[config.mk]
export PLATFORM = sky130hd
export DESIGN_NAME = alarm_controller_flat
export DESIGN_NICKNAME = d
export VERILOG_FILES = /design/src/rtl/alarm_controller_if.sv /design/src/rtl/alarm_controller.sv /design/src/flat_wrapper.sv
export SDC_FILE = /design/constraint.sdc
export NUM_CORES = 1
export LEC_CHECK = 0
export ABC_CLOCK_PERIOD_IN_PS = 2000
export BUFFER_PORTS_ARGS = -buffer_cell sky130_fd_sc_hd__buf_2
export CAP_MARGIN = 20
export CORE_AREA = 2 2 71 73
export DETAILED_ROUTE_END_ITERATION = 8
export DIE_AREA = 0 0 73 75
export GPL_ROUTABILITY_DRIVEN = 0
export GPL_TIMING_DRIVEN = 0
export PLACE_DENSITY = 0.7
export SLEW_MARGIN = 0
export SYNTH_ARGS = -nofsm -noshare
export SYNTH_HDL_FRONTEND = slang
export SYNTH_SLANG_ARGS = --single-unit
[constraint.sdc]
create_clock -name CLK -period 2 [get_ports CLK]
set_input_delay 0.4 -clock CLK [delete_from_list [all_inputs] [get_ports CLK]]
set_output_delay 0.4 -clock CLK [all_outputs]
set_load 0.05 [all_outputs]
[src/rtl/alarm_controller_if.sv]
// Time-of-day, alarm-table and operator-control bundle for alarm_controller.
// The master drives time, alarm settings and STOP/SNOOZE; the slave returns the ringer status.
interface alarm_controller_if #(
  parameter int N_ALARMS = 4
);
  logic [3:0]            TIME_HRS;
  logic [5:0]            TIME_MINS;
  logic                  TIME_AM_PM;
  logic [4*N_ALARMS-1:0] ALARM_HRS;
  logic [6*N_ALARMS-1:0] ALARM_MINS;
  logic [N_ALARMS-1:0]   ALARM_AM_PM;
  logic [N_ALARMS-1:0]   ALARM_EN;
  logic                  STOP;
  logic                  SNOOZE;
  logic                  RINGER;
  logic [2:0]            ACTIVE_CH;
  logic                  SNOOZING;

  modport master (
    output TIME_HRS, TIME_MINS, TIME_AM_PM,
    output ALARM_HRS, ALARM_MINS, ALARM_AM_PM, ALARM_EN,
    output STOP, SNOOZE,
    input  RINGER, ACTIVE_CH, SNOOZING
  );

  modport slave (
    input  TIME_HRS, TIME_MINS, TIME_AM_PM,
    input  ALARM_HRS, ALARM_MINS, ALARM_AM_PM, ALARM_EN,
    input  STOP, SNOOZE,
    output RINGER, ACTIVE_CH, SNOOZING
  );
endinterface

[src/rtl/alarm_controller.sv]
// Multi-channel alarm: edge-triggered time match drives a ring/snooze sequencer; RINGER rises 1 cycle after the match edge.
// Registered outputs, no backpressure (STOP/SNOOZE are level-sampled); the snooze path exists only when ALARM_SNOOZE_EN is defined.
module alarm_controller #(
  parameter int N_ALARMS      = 4,
  parameter int RING_CYCLES   = 60,
  parameter int SNOOZE_CYCLES = 300
) (
  input logic                CLK,
  input logic                RESET_N,
  alarm_controller_if.slave  bus
);

  typedef enum logic [1:0] {
    ST_IDLE    = 2'd0,
    ST_RINGING = 2'd1,
    ST_SNOOZE  = 2'd2
  } state_e;

  localparam logic [15:0] RING_LOAD = 16'(RING_CYCLES - 1);

  state_e              state_q, state_d;
  logic [15:0]         cnt_q, cnt_d;
  logic [2:0]          ch_q, ch_d;
  logic [N_ALARMS-1:0] match_d, match_q, trigger;
  logic [2:0]          sel_ch;
  logic                any_trig;
  logic [7:0]          en_ext;
  logic                en_lost;
  logic                ringer_q;

`ifdef ALARM_SNOOZE_EN
  localparam logic [15:0] SNOOZE_LOAD = 16'(SNOOZE_CYCLES - 1);
  logic                snoozing_q;
`else
  logic                unused_snooze;
  assign unused_snooze = ^{bus.SNOOZE, 16'(SNOOZE_CYCLES)};
`endif

  always_comb begin
    match_d = '0;
    for (int i = 0; i < N_ALARMS; i++) begin
      match_d[i] = bus.ALARM_EN[i]
                && (bus.ALARM_HRS[4*i +: 4]  == bus.TIME_HRS)
                && (bus.ALARM_MINS[6*i +: 6] == bus.TIME_MINS)
                && (bus.ALARM_AM_PM[i]       == bus.TIME_AM_PM);
    end
  end

  // Only the rising edge of a match fires, so a held minute rings once.
  assign trigger  = match_d & ~match_q;
  assign any_trig = |trigger;

  always_comb begin
    sel_ch = 3'd0;
    for (int i = N_ALARMS - 1; i >= 0; i--) begin
      if (trigger[i]) sel_ch = 3'(i);
    end
  end

  assign en_ext  = 8'(bus.ALARM_EN);
  assign en_lost = (state_q != ST_IDLE) && !en_ext[ch_q];

  always_comb begin
    state_d = state_q;
    cnt_d   = cnt_q;
    ch_d    = ch_q;
    unique case (state_q)
      ST_IDLE: begin
        if (any_trig) begin
          state_d = ST_RINGING;
          ch_d    = sel_ch;
          cnt_d   = RING_LOAD;
        end
      end
      ST_RINGING: begin
        if (bus.STOP) begin
          state_d = ST_IDLE;
        end
`ifdef ALARM_SNOOZE_EN
        else if (bus.SNOOZE) begin
          state_d = ST_SNOOZE;
          cnt_d   = SNOOZE_LOAD;
        end
`endif
        else if (cnt_q == 16'd0) begin
          state_d = ST_IDLE;
        end else begin
          cnt_d = cnt_q - 16'd1;
        end
      end
      ST_SNOOZE: begin
`ifdef ALARM_SNOOZE_EN
        if (bus.STOP) begin
          state_d = ST_IDLE;
        end else if (any_trig) begin
          state_d = ST_RINGING;
          ch_d    = sel_ch;
          cnt_d   = RING_LOAD;
        end else if (cnt_q == 16'd0) begin
          state_d = ST_RINGING;
          cnt_d   = RING_LOAD;
        end else begin
          cnt_d = cnt_q - 16'd1;
        end
`else
        state_d = ST_IDLE;
`endif
      end
      default: state_d = ST_IDLE;
    endcase
    // Disabling the owning channel cancels the event regardless of anything else.
    if (en_lost) state_d = ST_IDLE;
  end

  always_ff @(posedge CLK or negedge RESET_N) begin
    if (!RESET_N) begin
      state_q    <= ST_IDLE;
      cnt_q      <= '0;
      ch_q       <= '0;
      match_q    <= '1;
      ringer_q   <= 1'b0;
`ifdef ALARM_SNOOZE_EN
      snoozing_q <= 1'b0;
`endif
    end else begin
      state_q    <= state_d;
      cnt_q      <= cnt_d;
      ch_q       <= ch_d;
      match_q    <= match_d;
      ringer_q   <= (state_d == ST_RINGING);
`ifdef ALARM_SNOOZE_EN
      snoozing_q <= (state_d == ST_SNOOZE);
`endif
    end
  end

  assign bus.RINGER    = ringer_q;
  assign bus.ACTIVE_CH = ch_q;
`ifdef ALARM_SNOOZE_EN
  assign bus.SNOOZING  = snoozing_q;
`else
  assign bus.SNOOZING  = 1'b0;
`endif

endmodule

[src/flat_wrapper.sv]
// flat-port wrapper written by rule: the top's interface ports become plain ports
module alarm_controller_flat 
#(
  parameter int N_ALARMS      = 4,
  parameter int RING_CYCLES   = 60,
  parameter int SNOOZE_CYCLES = 300
)
  (CLK, RESET_N, bus_TIME_HRS, bus_TIME_MINS, bus_TIME_AM_PM, bus_ALARM_HRS, bus_ALARM_MINS, bus_ALARM_AM_PM, bus_ALARM_EN, bus_STOP, bus_SNOOZE, bus_RINGER, bus_ACTIVE_CH, bus_SNOOZING);
  alarm_controller_if #(.N_ALARMS(N_ALARMS)) bus_i ();
  input logic CLK;
  input logic RESET_N;
  input wire logic [$bits(bus_i.TIME_HRS)-1:0] bus_TIME_HRS;
  input wire logic [$bits(bus_i.TIME_MINS)-1:0] bus_TIME_MINS;
  input wire logic [$bits(bus_i.TIME_AM_PM)-1:0] bus_TIME_AM_PM;
  input wire logic [$bits(bus_i.ALARM_HRS)-1:0] bus_ALARM_HRS;
  input wire logic [$bits(bus_i.ALARM_MINS)-1:0] bus_ALARM_MINS;
  input wire logic [$bits(bus_i.ALARM_AM_PM)-1:0] bus_ALARM_AM_PM;
  input wire logic [$bits(bus_i.ALARM_EN)-1:0] bus_ALARM_EN;
  input wire logic [$bits(bus_i.STOP)-1:0] bus_STOP;
  input wire logic [$bits(bus_i.SNOOZE)-1:0] bus_SNOOZE;
  output wire logic [$bits(bus_i.RINGER)-1:0] bus_RINGER;
  output wire logic [$bits(bus_i.ACTIVE_CH)-1:0] bus_ACTIVE_CH;
  output wire logic [$bits(bus_i.SNOOZING)-1:0] bus_SNOOZING;
  assign bus_i.TIME_HRS = bus_TIME_HRS;
  assign bus_i.TIME_MINS = bus_TIME_MINS;
  assign bus_i.TIME_AM_PM = bus_TIME_AM_PM;
  assign bus_i.ALARM_HRS = bus_ALARM_HRS;
  assign bus_i.ALARM_MINS = bus_ALARM_MINS;
  assign bus_i.ALARM_AM_PM = bus_ALARM_AM_PM;
  assign bus_i.ALARM_EN = bus_ALARM_EN;
  assign bus_i.STOP = bus_STOP;
  assign bus_i.SNOOZE = bus_SNOOZE;
  assign bus_RINGER = bus_i.RINGER;
  assign bus_ACTIVE_CH = bus_i.ACTIVE_CH;
  assign bus_SNOOZING = bus_i.SNOOZING;
  alarm_controller #(.N_ALARMS(N_ALARMS), .RING_CYCLES(RING_CYCLES), .SNOOZE_CYCLES(SNOOZE_CYCLES)) u_core (.CLK(CLK), .RESET_N(RESET_N), .bus(bus_i));
endmodule
=== Yosys cells after proc, flatten, opt, wreduce, memory -nomap -nowiden ===
Index checks and enable logic that the tools add are counted.

* Flip-flop bits (word level): 26
* Output and inout port bits: 5
* Word-level logic and storage cells: 62

* Add/subtract/negate cells: 1
* Order comparisons: 1
* Eq/ne operators: 17
* Muxes and demuxes: 15
* Bitwise operators: 2
* Reduce and logical (&&, ||, !) cells: 21

{| class="wikitable"
|+ Operators with widths
! operator !! number
|-
| two-way mux 16 bit || 3
|-
| case mux 16 bit (2 select lines) || 1
|-
| equality test 6 bit || 4
|-
| equality test 4 bit || 4
|-
| logical NOT 16 bit || 1
|-
| two-way mux 2 bit || 8
|-
| subtractor 16 x 1 -> 16 bit, second input constant || 1
|-
| logical AND 1 bit || 13
|-
| bitwise AND 4 bit || 1
|-
| equality test 1 bit || 4
|-
| equality test 2 x 1 -> 1 bit, second input constant || 2
|-
| < comparator 3 x 4 -> 1 bit, second input constant || 1
|-
| != test 2 bit, second input constant || 2
|-
| NOT 4 bit || 1
|-
| case mux 2 bit (2 select lines) || 1
|-
| AND reduction 4 bit || 1
|-
| nonzero test 2 bit || 2
|-
| OR reduction 4 bit || 1
|-
| binary-select mux 1 bit (select 3 bit) || 1
|-
| logical NOT 2 bit || 1
|-
| != test 2 x 1 -> 1 bit, second input constant || 1
|-
| AND reduction 2 bit || 1
|-
| logical NOT 1 bit || 1
|-
| two-way mux 1 bit || 1
|}

=== Longest topological paths before layout ===
* Depth after elaboration: 10
* Gate-level depth with buffers: 9
* Gate-level depth less buffers: 8

=== Worst setup path before layout ===
Ideal clock, no wire load.

* Kind: register to register
* Start: register u_core.cnt_q[0]
* End: register u_core.cnt_q[8]
* Library setup time: 0.130 ns
* Arrival time: 2.042 ns
* Setup slack: -0.171 ns
* Cell stages (with the launch flop): 10
* Period minus slack after synthesis: 2.171 ns
* Cells stage by stage: dfrtp_1 inv_1 ha_1 or4b_1 nor4_4 or3_1 buf_6 nor3_2 a211oi_1 a21oi_1

* Longest elaborated chain between the ends: 4
* Elaborated cells on any way between the ends: 7
* Classes of those cells: add/sub (1); eq/ne (1); mux (3); reduce/logical (2)

{| class="wikitable"
|+ RTL lines
! what !! RTL line !! RTL
|-
| start: declaration || alarm_controller.sv:22 || <nowiki>logic [15:0] cnt_q, cnt_d;</nowiki>
|-
| start signal: assignment || alarm_controller.sv:127 || <nowiki>cnt_q <= cnt_d;</nowiki>
|-
| subtractor 16 x 1 -> 16 bit || alarm_controller.sv:88 || <nowiki>cnt_d = cnt_q - 16'd1;</nowiki>
|-
| two-way mux 16 bit || alarm_controller.sv:85 || <nowiki>else if (cnt_q == 16'd0) begin</nowiki>
|-
| two-way mux 16 bit || alarm_controller.sv:76 || <nowiki>if (bus.STOP) begin</nowiki>
|-
| case mux 16 bit (2 select lines) || alarm_controller.sv:67 || <nowiki>unique case (state_q)</nowiki>
|}

Parallel ways exist; a longest one is shown, timed or not. The select of a mux whose other input is x is not followed.
A chain may end at the register's enable or synchronous reset.

=== Worst setup path after layout ===
* Start: register u_core.cnt_q[6]
* End: register u_core.cnt_q[1]

* Longest elaborated chain between the ends: 3

{| class="wikitable"
|+ RTL lines
! what !! RTL line
|-
| logical NOT 16 bit || alarm_controller.sv:85
|-
| != test 2 bit (no source line) || n/a
|-
| AND reduction 4 bit (no source line) || n/a
|}

No other way between the ends.

==> flow_summary.ini <==
[synthesis]
synth_common_cells = 45 x xnor2_1, 21 x dfrtp_1, 14 x clkbuf_1, 14 x nand4_1, 12 x nor2_1
postSynthAreaPerCell_um2 = 8.74
synth_edf_count = 0
ys.warnings.count = 0
synth_top_area_share_pct = 26.3
synthTopCellsByArea = dfrtp_1 26%, xnor2_1 20%, dfstp_2 5.3%, nand4_1 4.4%, nor4_1 2.8%
synth.ff_latch_count = 25
ys_seq_area_share_pct = 31.5
synth_area_mm2 = 0.00200
syn-instance-count = 229
synthDistinctLibCells = 50
ys.flop_type = dfrtp_1
post-synth-top-area-cell = dfrtp_1
async_reset_ff_share_pct = 100
synth.most_common_cell = xnor2_1

[floorplan]
row_count = 25
dieArea_mm2 = 0.00548
start_util_pct = 42.9
die_w_um = 73
pin_count = 68
core_area_mm2 = 0.00466
chipHeight_um = 75

[pwr]
p_leak_nw = 1.03
max-vdd-ir-drop_uv = 271
power_frac_clock_pct = 27.6
swShare_pct = 29.5
combPwrFrac_pct = 24.7
switchingPower_uw = 332
seqPwrFrac_pct = 47.7
power_density_mw_per_mm2 = 422
p_int_uw = 796

[timing]
rsz0062_at_grt = yes
finalHoldViolations = 0
fin_crit_sh_pct = 106
finalMaxSlewViolations = 0
relSlewSlack_pct = 60.5
tightestPinTransition_ns = 0.593
fin_skew_ns = 0.00164
setup_viol = 16
max_freq_ghz = 0.471
post-route-min-period_ns = 2.12
fin_ws_ns = -0.121

[clock_network]
cts.sinks = 25
cts_tree = done
numCtsBuffers = 3
clk_pin_slew_ns = 0.09
clock_latency_ns = 0.27
holdBufCountCts = 0
root_buffer = clkbuf_8
htreeDepth = 1
clock_path_buffers = 2

[placed_design]
dp.final_hpwl_um = 4070
dpl_cell_area_mm2 = 0.00235
port-buffer-count = 53

[critical_path]
reg2reg_slack_ns = -0.12
cp.required_ns = 2.17
cp.arrival_ns = 2.29
worstSetupEndpointType = flip-flop
start_kind = flip-flop
cp_max_fo = 5
crit_type = reg -> reg

[drt]
wire_per_inst_um = 15.6
detail-route-antenna-nets = 0
vias = 1976
route.detailed.drc = 0
via_per_inst = 5.57
drtPass1Iterations = 4
drt_iter0_markers = 126
drt_wl_total_um = 5540

[finish]
final_nets = 367
areaGrowthSynthToFinish_pct = 33.6
fin_area_mm2 = 0.00267
postLayoutCoreUtil_pct = 57.3
drive_gt1_share_pct = 37.2
diodes = 0

[grt]
grt_pass1_wl_um = 8710
grtUsageTotal_pct = 20.7
grt_pass1_vias = 1916
grt_start_max_net_pins = 26
grt-ovfl-total = 0
antenna_found_initial = 0

[job]
cap_viol_max_count = 0

[min_path]
min_path_type = in -> async

[outcome]
violations = negative setup slack
outcome = finished with violations
==> worst max-delay path, cell delays in order, from the launching register on <==
cell	delay, ns
dfrtp_1	0.38
buf_6	0.11
or4_4	0.54
nor4_4	0.32
buf_4	0.18
nor3_4	0.04
buf_6	0.14
o31a_1	0.28
==> area by class of cell <==
cell class / instances / area [um^2]
Clock buffer: 3 / 41.3
Clock inverter: 1 / 5.00
Inverter: 6 / 22.5
Multi-Input combinational cell: 181 / 1420
Fill cell: 410 / 1990
Tap cell: 54 / 67.6
Buffer: 18 / 97.6
Sequential cell: 25 / 631
Timing Repair Buffer: 67 / 387
==> power groups by stage <==
stage / Sequential (mW) / Clock, mW / Combinational, mW
6_report: 0.538 / 0.312 / 0.279
5_1_grt: 0.540 / 0.336 / 0.304
4_1_cts: 0.536 / 0.319 / 0.277
3_5_place_dp: 0.546 / 0 / 0.257
3_3_place_gp: 0.545 / 0 / 0.251
2_1_floorplan: 0.546 / 0 / 0.157
==> worst paths after layout <==
path | from | endpoint | cells past startpoint
max | u_core.cnt_q[6]$_DFFE_PN0P_ | u_core.cnt_q[1]$_DFFE_PN0P_ | 7
min | RESET_N | u_core.cnt_q[5]$_DFFE_PN0P_ | 1
max reg2reg | u_core.cnt_q[6]$_DFFE_PN0P_ | u_core.cnt_q[1]$_DFFE_PN0P_ | 7
min reg2reg | u_core.cnt_q[14]$_DFFE_PN0P_ | u_core.cnt_q[14]$_DFFE_PN0P_ | 2
max in group asynchronous | RESET_N | u_core.match_q[3]$_DFF_PN1_ | 1
min in group CLK | bus_ALARM_EN[2] | u_core.match_q[2]$_DFF_PN1_ | 3
==> registers in the layout, indices dropped and copies added (netlist names) <==
name                  cells
u_core.match_q            4
u_core.state_q            2
u_core.cnt_q             16
u_core.bus.RINGER         1
u_core.bus.ACTIVE_CH      2
==> repair_timing <==
item / in CTS / in global routing
resized for setup: 21 / 16
endpoints found under the setup margin: 18 / 18
pin swaps: 10 / 8
buffers inserted: 11 / 2
gates cloned: 1 / 0
endpoints found under the hold margin: 0 / 0
==> layer usage <==
metal	share of wire [%]	track usage (%)	up-vias	routed length, um
met5	0	0	-	0
met4	1.6	7.41	0	86
met3	4.6	1.87	9	253
met2	52	38.6	86	2900
met1	42	24.8	923	2300
li1	-	-	958	-
==> through the flow <==
stage               instances  hold slack [ns]  worst slack [ns]  total power, mW  TNS, ns
floorplan                 231            0.104            -0.150            0.703    -1.01
global placement          338            0.429            -0.512            0.797    -7.03
detailed placement        338            0.427            -0.519            0.802    -7.18
CTS                       353            0.126           -0.0560             1.13   -0.331
global route              355            0.151            -0.214             1.18    -2.56
finish                    355            0.105            -0.121             1.13    -1.04
==> layout by cell type, fill, tap and decap left out, types with 4 or more instances in the layout <==
cell type   n
buf_2      53
xnor2_1    45
dfrtp_1    21
nand4_1    14
buf_4      14
clkbuf_1   13
nor2_1     12
nand2_1    10
a21oi_1     8
nor3_1      7
nand3_1     6
nor4_2      5
inv_1       4
buf_6       4
or3_1       4
nor4_4      4
a31oi_1     4
dfstp_2     4
==> kinds of logic (layout without fill, tap and decap cells) <==
logic type,after synthesis,in the layout,synth area share [%]
and+or+nand+nor,90,90,27.0
xor gates and xnor gates,46,46,20.1
AOI/OAI and AO/OA,39,39,12.9
DFF,25,25,31.5
buffers and inverters,25,95,5.88
adders and majority gates,2,2,1.25
other,1,3,0.187
muxes,1,1,1.13
Note: power is estimated with default switching activity, not from simulation.
